<file path="config.mk">
export PLATFORM = sky130hd
export DESIGN_NAME = light_timer
export DESIGN_NICKNAME = d
export VERILOG_FILES = /design/src/rtl/light_pkg.sv /design/src/rtl/light_timer_sec_prescaler.sv /design/src/rtl/light_timer.sv
export SDC_FILE = /design/constraint.sdc
export NUM_CORES = 1
export LEC_CHECK = 0
export ABC_CLOCK_PERIOD_IN_PS = 2400
export BUFFER_PORTS_ARGS = -buffer_cell sky130_fd_sc_hd__buf_2
export CELL_PAD_IN_SITES_DETAIL_PLACEMENT = 0
export CELL_PAD_IN_SITES_GLOBAL_PLACEMENT = 1
export CORE_ASPECT_RATIO = 1.5
export CORE_MARGIN = 10
export CORE_UTILIZATION = 40
export CTS_CLUSTER_DIAMETER = 30
export DETAILED_ROUTE_END_ITERATION = 8
export GPL_ROUTABILITY_DRIVEN = 0
export GPL_TIMING_DRIVEN = 0
export PLACE_DENSITY_LB_ADDON = 0.1
export SLEW_MARGIN = 30
export SYNTH_ARGS = -nofsm -noshare
export SYNTH_HDL_FRONTEND = slang
export SYNTH_HIERARCHICAL = 1
export SYNTH_SLANG_ARGS = --single-unit
</file>
<file path="constraint.sdc">
create_clock -name clk -period 2.4 [get_ports clk]
set_input_delay 0.12 -clock clk [delete_from_list [all_inputs] [get_ports clk]]
set_output_delay 0.12 -clock clk [all_outputs]
set_load 0.05 [all_outputs]
</file>
<file path="src/rtl/light_pkg.sv">
// Shared definitions for the traffic-light FSM and its timing back-end.
package light_pkg;

    localparam int LIGHT_STATE_WIDTH = 3;

    localparam int pGREEN_IDX  = 0;
    localparam int pYELLOW_IDX = 1;
    localparam int pRED_IDX    = 2;

    localparam int pGREEN_SEC  = 30;
    localparam int pYELLOW_SEC = 3;
    localparam int pRED_SEC    = 25;

    function automatic int max3(input int a, input int b, input int c);
        int m;
        m = (a > b) ? a : b;
        return (m > c) ? m : c;
    endfunction

endpackage

</file>
<file path="src/rtl/light_timer_sec_prescaler.sv">
// Clock-to-second prescaler: free-running modulo-CLK_PER_SEC counter while advancing.
module sec_prescaler #(
    parameter int CLK_PER_SEC = 50_000_000
) (
    input  logic clk,
    input  logic rst,
    input  logic en,
    input  logic advance,
    output logic wrap,
    output logic pre_last
);

    localparam int SEC_W = $clog2(CLK_PER_SEC);

    logic [SEC_W-1:0] sec_cnt;

    // Idle value is the last count so the first advancing edge wraps.
    always_ff @(posedge clk) begin
        if (rst || !en)
            sec_cnt <= SEC_W'(CLK_PER_SEC - 1);
        else if (advance)
            sec_cnt <= wrap ? '0 : sec_cnt + 1'b1;
    end

    assign wrap     = advance && (sec_cnt == SEC_W'(CLK_PER_SEC - 1));
    assign pre_last = (sec_cnt == SEC_W'(CLK_PER_SEC - 2));

endmodule

</file>
<file path="src/rtl/light_timer.sv">
// Timing back-end for the traffic-light FSM: second strobes and per-light countdown.
module light_timer #(
    parameter int LIGHT_STATE_WIDTH = light_pkg::LIGHT_STATE_WIDTH,
    parameter int CLK_PER_SEC       = 50_000_000,
    parameter int GREEN_SEC         = light_pkg::pGREEN_SEC,
    parameter int YELLOW_SEC        = light_pkg::pYELLOW_SEC,
    parameter int RED_SEC           = light_pkg::pRED_SEC,
    localparam int CNT_W = $clog2(light_pkg::max3(GREEN_SEC, YELLOW_SEC, RED_SEC) + 1)
) (
    input  logic                         clk,
    input  logic                         rst,
    input  logic                         en,
    input  logic [LIGHT_STATE_WIDTH-1:0] light_cnt_init,
    output logic                         second_cnt_pre_last,
    output logic                         light_cnt_last,
    output logic [CNT_W-1:0]             sec_left,
    output logic                         init_err
);

    import light_pkg::*;

    if (CLK_PER_SEC < 2) begin : g_chk_clk
        $error("light_timer: CLK_PER_SEC must be >= 2");
    end
    if (GREEN_SEC < 1 || YELLOW_SEC < 1 || RED_SEC < 1) begin : g_chk_dur
        $error("light_timer: light durations must be >= 1");
    end
    if (LIGHT_STATE_WIDTH <= pRED_IDX) begin : g_chk_width
        $error("light_timer: LIGHT_STATE_WIDTH too small");
    end

    logic             en_d;
    logic             advance;
    logic             wrap;
    logic             pre_last;
    logic             multi_hot;
    logic [CNT_W-1:0] light_cnt;
    logic [CNT_W-1:0] load_val;

    assign advance = en && en_d;

    sec_prescaler #(
        .CLK_PER_SEC(CLK_PER_SEC)
    ) u_prescaler (
        .clk     (clk),
        .rst     (rst),
        .en      (en),
        .advance (advance),
        .wrap    (wrap),
        .pre_last(pre_last)
    );

    // Loads are duration-1 because the init pulse lands on the wrap edge.
    always_comb begin
        load_val = CNT_W'(GREEN_SEC - 1);
        if (light_cnt_init[pRED_IDX])
            load_val = CNT_W'(RED_SEC - 1);
        else if (light_cnt_init[pYELLOW_IDX])
            load_val = CNT_W'(YELLOW_SEC - 1);
    end

    assign multi_hot = (light_cnt_init & (light_cnt_init - 1'b1)) != '0;

    always_ff @(posedge clk) begin
        if (rst || !en) begin
            en_d      <= 1'b0;
            light_cnt <= CNT_W'(GREEN_SEC);
            init_err  <= 1'b0;
        end else begin
            en_d     <= 1'b1;
            init_err <= 1'b0;
            if (en_d) begin
                if (light_cnt_init != '0) begin
                    light_cnt <= load_val;
                    init_err  <= multi_hot;
                end else if (wrap && light_cnt != '0) begin
                    light_cnt <= light_cnt - 1'b1;
                end
            end
        end
    end

    assign second_cnt_pre_last = en_d && pre_last;
    assign light_cnt_last      = en_d && (light_cnt == '0);
    assign sec_left            = light_cnt;

endmodule

</file>
# Yosys cells after proc, flatten, opt, wreduce, memory -nomap -nowiden
# Cells that the tools add are included.
[classes]
addsub = 3
n_eq_ne = 2
n_mux = 6
bitwise_logic = 3
reduce_logical = 14
[ops]
columns = ["op", "n"]
rows = [
  ["26-bit == test, second input constant", 2],
  ["26-bit by 1-bit adder with 26-bit output, second input constant", 1],
  ["26-bit 2-to-1 mux", 1],
  ["5-bit 2-to-1 mux", 4],
  ["3-bit nonzero test", 2],
  ["1-bit logical AND", 5],
  ["5-bit logical NOT", 1],
  ["5-bit nonzero test", 1],
  ["5-bit by 1-bit subtractor with 5-bit output, second input constant", 1],
  ["3-bit bitwise AND", 1],
  ["3-bit OR reduction", 1],
  ["3-bit by 1-bit subtractor with 3-bit output, second input constant", 1],
  ["1-bit NOT", 2],
  ["2-bit AND reduction", 1],
  ["2-bit nonzero test", 1],
  ["1-bit logical NOT", 1],
  ["1-bit logical OR", 1],
  ["1-bit 2-to-1 mux", 1],
]
[word_totals]
reg_bits = 33
inputBits = 6
out_inout_bits = 8
word_cells = 32

# Depth between registers and ports, before layout
[depth]
word_depth = 5
depth_mapped = 7
mapped_depth_nobuf = 6

# Hierarchy
# The synthesis kept the hierarchy.
[by_module_without_submodules]
columns = ["module", "n_inst", "cells_per_inst", "area_per_inst_um2", "seq_area_each_um2"]
rows = [
  ["sec_prescaler", 1, 198, 1572.8, 520.5],
  ["light_timer", 1, 56, 462.9, 140.1],
]

# Worst setup path after synthesis
# No wires, ideal clock.
[synth_timing]
path_type = "reg2out"
from = "register light_cnt[0] (netlist: sec_left[0])"
to = "output light_cnt_last"
arrival_ps = 2340
t_required_ps = 2280
setup_slack_ps = -60
path_stages_with_launch = 5
n_path_buf = 0
path_cell_list = "dfxtp_1 inv_1 ha_1 or3b_2 nor3_1"
[synth_via]
elab_chain_cells = 2
[synth_lines]
columns = ["element", "line", "text"]
rows = [
  ["from (decl)", "light_timer.sv:37", "logic [CNT_W-1:0] light_cnt;"],
  ["from (signal assigned)", "light_timer.sv:67", "light_cnt <= CNT_W'(GREEN_SEC);"],
  ["from (signal assigned)", "light_timer.sv:74", "light_cnt <= load_val;"],
  ["from (signal assigned)", "light_timer.sv:77", "light_cnt <= light_cnt - 1'b1;"],
  ["5-bit logical NOT", "light_timer.sv:84", "assign light_cnt_last = en_d && (light_cnt == '0);"],
  ["1-bit logical AND", "light_timer.sv:84", ""],
  ["to (decl)", "light_timer.sv:15", "output logic light_cnt_last,"],
]
# Every way passes these cells.

# Final worst setup path
[layout_timing]
from = "register u_prescaler.sec_cnt[1]"
to = "register u_prescaler.sec_cnt[18]"
[layout_via]
elab_chain_cells = 3
elab_cells_between_ends = 4
cone_classes = "add/sub (1); eq/ne (1); mux (1); reduce/logical (1)"
[layout_lines]
columns = ["element", "line", "text"]
rows = [
  ["from (decl)", "light_timer_sec_prescaler.sv:15", "logic [SEC_W-1:0] sec_cnt;"],
  ["from (signal assigned)", "light_timer_sec_prescaler.sv:20", "sec_cnt <= SEC_W'(CLK_PER_SEC - 1);"],
  ["from (signal assigned)", "light_timer_sec_prescaler.sv:22", "sec_cnt <= wrap ? '0 : sec_cnt + 1'b1;"],
  ["branches (longest 2 deep; another with 26-bit by 1-bit adder with 26-bit output)", "n/a", ""],
  ["26-bit 2-to-1 mux *", "light_timer_sec_prescaler.sv:22", ""],
]
# Mark *: on every way between the ends.
# A chain may end at the register's enable or synchronous reset.

==> results.toml <==
[synth]
synth_ff_type = "dfxtp_1"
synthMuxAreaShare_pct = 0.492
synth_top_cell_area_share_pct = 32.5
synth_nets = 263
ys_types = 53
synth-xor-area-share_pct = 3.01
synth_edf_count = 0
synth.cell_area_mm2 = 0.00204
ys_seq_area_share_pct = 32.5
async_flop_share_pct = 0
synth_warnings = 6
synth-seq-cells = 33
synth_top_area_cell = "dfxtp_1"
yosys.area_share.simple_pct = 38.0
syn_inst = 254
synth-adder-area-share_pct = 1.84
synth_top_family_by_area = "simple AND/OR/NAND/NOR gates"
synthTopCellsByArea = "dfxtp_1 32%, a211oi_1 4.4%, nor4_1 4.0%"
synth-compound-area-share_pct = 18.5
syn_area_per_cell_um2 = 8.01

[sta]
setup_tns_ns = 0
rsz0062_at_grt = "false"
fmax_mhz = 442
max_slew.worst_pin.slew_ns = 0.581
setup_viol = 0
period_share_pct = 94.2
hold_viol = 0
fin_skew_ns = 0.00809
max_slew_margin_pct = 61.3
slew_viol_final = 0
post-route-min-period_ns = 2.26
postLayoutSetupSlackWorst_ns = 0.138

[setup_path]
critPathCaptureType = "register"
path_class = "reg -> reg"
slowest_stage = "or4_1"
crit_start = "u_prescaler/sec_cnt[1]$_SDFFE_PP1P_"
cp.arrival_ns = 2.46
startpoint_type = "register"
timing.rr.start = "u_prescaler/sec_cnt[1]$_SDFFE_PP1P_"
crit_chain = "ha_2 -> nand4_4 -> or4_1 -> or3_1 -> a211oi_1"
max_stage_delay_ns = 0.59
path_max_fanout = 8
required_ns = 2.59

[drt]
highest_layer = "met4"
met1Wirelength_um = 2350
avgRoutedWirePerCell_um = 17.4
dr.pass1.iters = 4
vias_per_cell = 6.12
ant_nets = 0
route.detailed.drc = 0
drt_iter0_drc = 126
num_vias = 2068
wirelength_um = 5870
wl_met2_um = 3170
wl_met3_um = 230

[cells_and_area]
syn_to_final_growth_pct = 12.7
final_layout_size_suffix_gt1_share_pct = 14.3
multi_input_area_mm2 = 0.00128
layout.nets = 281
diodes = 0
register_area_um2 = 663
fillers = 540
finalInstanceArea_mm2 = 0.00229

[power]
pwr-share-seq_pct = 49.5
comb_power_share_pct = 13.7
leakage_nw = 0.835
intPower_mw = 0.840
swShare_pct = 27.8
p_per_area_mw_per_mm2 = 507
total_power_mw = 1.16
clkPwrFrac_pct = 36.8
netSwitchingPower_mw = 0.324
irDropWorstVdd_mv = 0.252

[place]
post-place-ws_ns = -0.224
dp_hpwl_um = 4400
portBuffers = 13
place_area_mm2 = 0.00220

[global_routing]
grt_use_total_pct = 14.3
overflow = 0
antenna_found_initial = 0
grt_max_degree = 13
grt_first_pass_wirelength_um = 9780
grt_pass1_vias = 2032

[flow_run]
cap_viol_max_count = 0

[min_path]
hold_path_class = "in -> reg"
min_from = "light_cnt_init[2]"

[cts]
cts_max_path_buffers = 2
htreeDepth = 2
cts_root_buf = "clkbuf_8"
cts_buffers = 5
cts_tree = "yes"
clk_pin_slew_ns = 0.07
cts_sinks = 33
clk_latency_ns = 0.29
cts_hold_buffers = 0

[die]
rows = 31
floorplan.die.width_um = 78.3
initial_core_util_pct = 41.7
io_pins = 14
dieArea_mm2 = 0.00840
die_h_um = 107
core_mm2 = 0.00489

[status]
outcome = "finished clean"
repair_timing:
action	4_1_cts	5_1_grt
pin swaps	1	0
gates resized for setup	1	3
setup buffers	1	0
setup endpoints to repair	7	4
critical path, delay by kind of cell (launching register included):
kind / cells / cell delay [ns]
AO/OA/AOI/OAI: 1 / 0.24
adder cells (fa/ha/maj): 1 / 0.31
flip-flops: 1 / 0.47
AND/OR/NAND/NOR: 3 / 1.15
power groups by stage:
stage	clock network [mW]	registers [mW]	logic, mW
after floorplan	0	0.590	0.105
after global placement	0	0.586	0.157
after detailed placement	0	0.586	0.159
after CTS	0.441	0.575	0.160
after global routing	0.461	0.577	0.175
final	0.428	0.576	0.159
synthesized netlist by cell type (all sizes together) (2+ instances only):
| master | count |
|---|---|
| nand2 | 18 |
| and3 | 5 |
| and4 | 5 |
| xor2 | 4 |
| and2 | 6 |
| or3 | 7 |
| a21oi | 9 |
| dfxtp | 33 |
| nand2b | 3 |
| nor3 | 13 |
| nor4 | 15 |
| o31a | 3 |
| ha | 3 |
| o21ai | 14 |
| buf | 6 |
| clkbuf | 9 |
| a31oi | 2 |
| o41ai | 2 |
| or4 | 6 |
| nor4b | 3 |
| o31ai | 3 |
| inv | 12 |
| xnor2 | 3 |
| nor2 | 12 |
| a211oi | 12 |
| nand3 | 15 |
| o211ai | 2 |
| nand4 | 13 |
| nor2b | 2 |
sequential cells by signal (all words and copies together) (netlist names):
register	cells
sec_left	5
u_prescaler/sec_cnt	26
init_err	1
en_d	1
final timing paths:
path	end	slack, ns	cells after the start
worst min-delay path	init_err$_SDFF_PP0_	0.16	3
worst min register to register	u_prescaler/sec_cnt[14]$_SDFFE_PP1P_	0.52	2
worst max register to register	u_prescaler/sec_cnt[18]$_SDFFE_PP0P_	0.14	5
worst max-delay path	u_prescaler/sec_cnt[18]$_SDFFE_PP0P_	0.14	5
cells in the final DEF, fill, tap and decap left out, drive strengths merged, types with 3 or more instances in the layout:
cell and count:
nor2 12, or4 6, o21ai 14, ha 3, nor4b 3, buf 20
and4 5, o31a 3, and3 5, clkbuf 13, a211oi 12, xor2 4
nor3 13, inv 12, and2 6, nand2 18, dfxtp 33, xnor2 3
or3 7, o31ai 3, a21oi 9, nand2b 3, nand4 13, nor4 15
nand3 15
per-stage QoR:
stage | hold WS [ns] | util (%) | cells
2_1_floorplan | 0.276 | - | 254
3_3_place_gp | 0.464 | 44.8 | 333
3_5_place_dp | 0.459 | 45.0 | 333
4_1_cts | 0.155 | 47.0 | 340
5_1_grt | 0.174 | 46.9 | 338
6_report | 0.157 | 46.9 | 338
cell families after synthesis:
kind of cell,after synthesis
AOI/OAI and AO/OA,55
adders and majority gates,3
and+or+nand+nor,128
buffers and inverters,27
DFF,33
xor gates and xnor gates,7
muxes,1
layer usage:
layer  vias up  GRT usage, %
li1       1005             -
met1       989          14.9
met2        62          26.5
met3        12          2.68
met4         0          6.68
met5         -             0
final cells by class:
class / instances / share of cell area, %
inverter: 12 / 1.96
timing repair buffer: 14 / 3.16
multi-input combinational: 194 / 56.0
tap: 66 / 3.60
sequential: 33 / 28.9
clock buffer: 7 / 3.76
buffer: 12 / 2.62
Note: power is estimated with default switching activity, not from simulation.
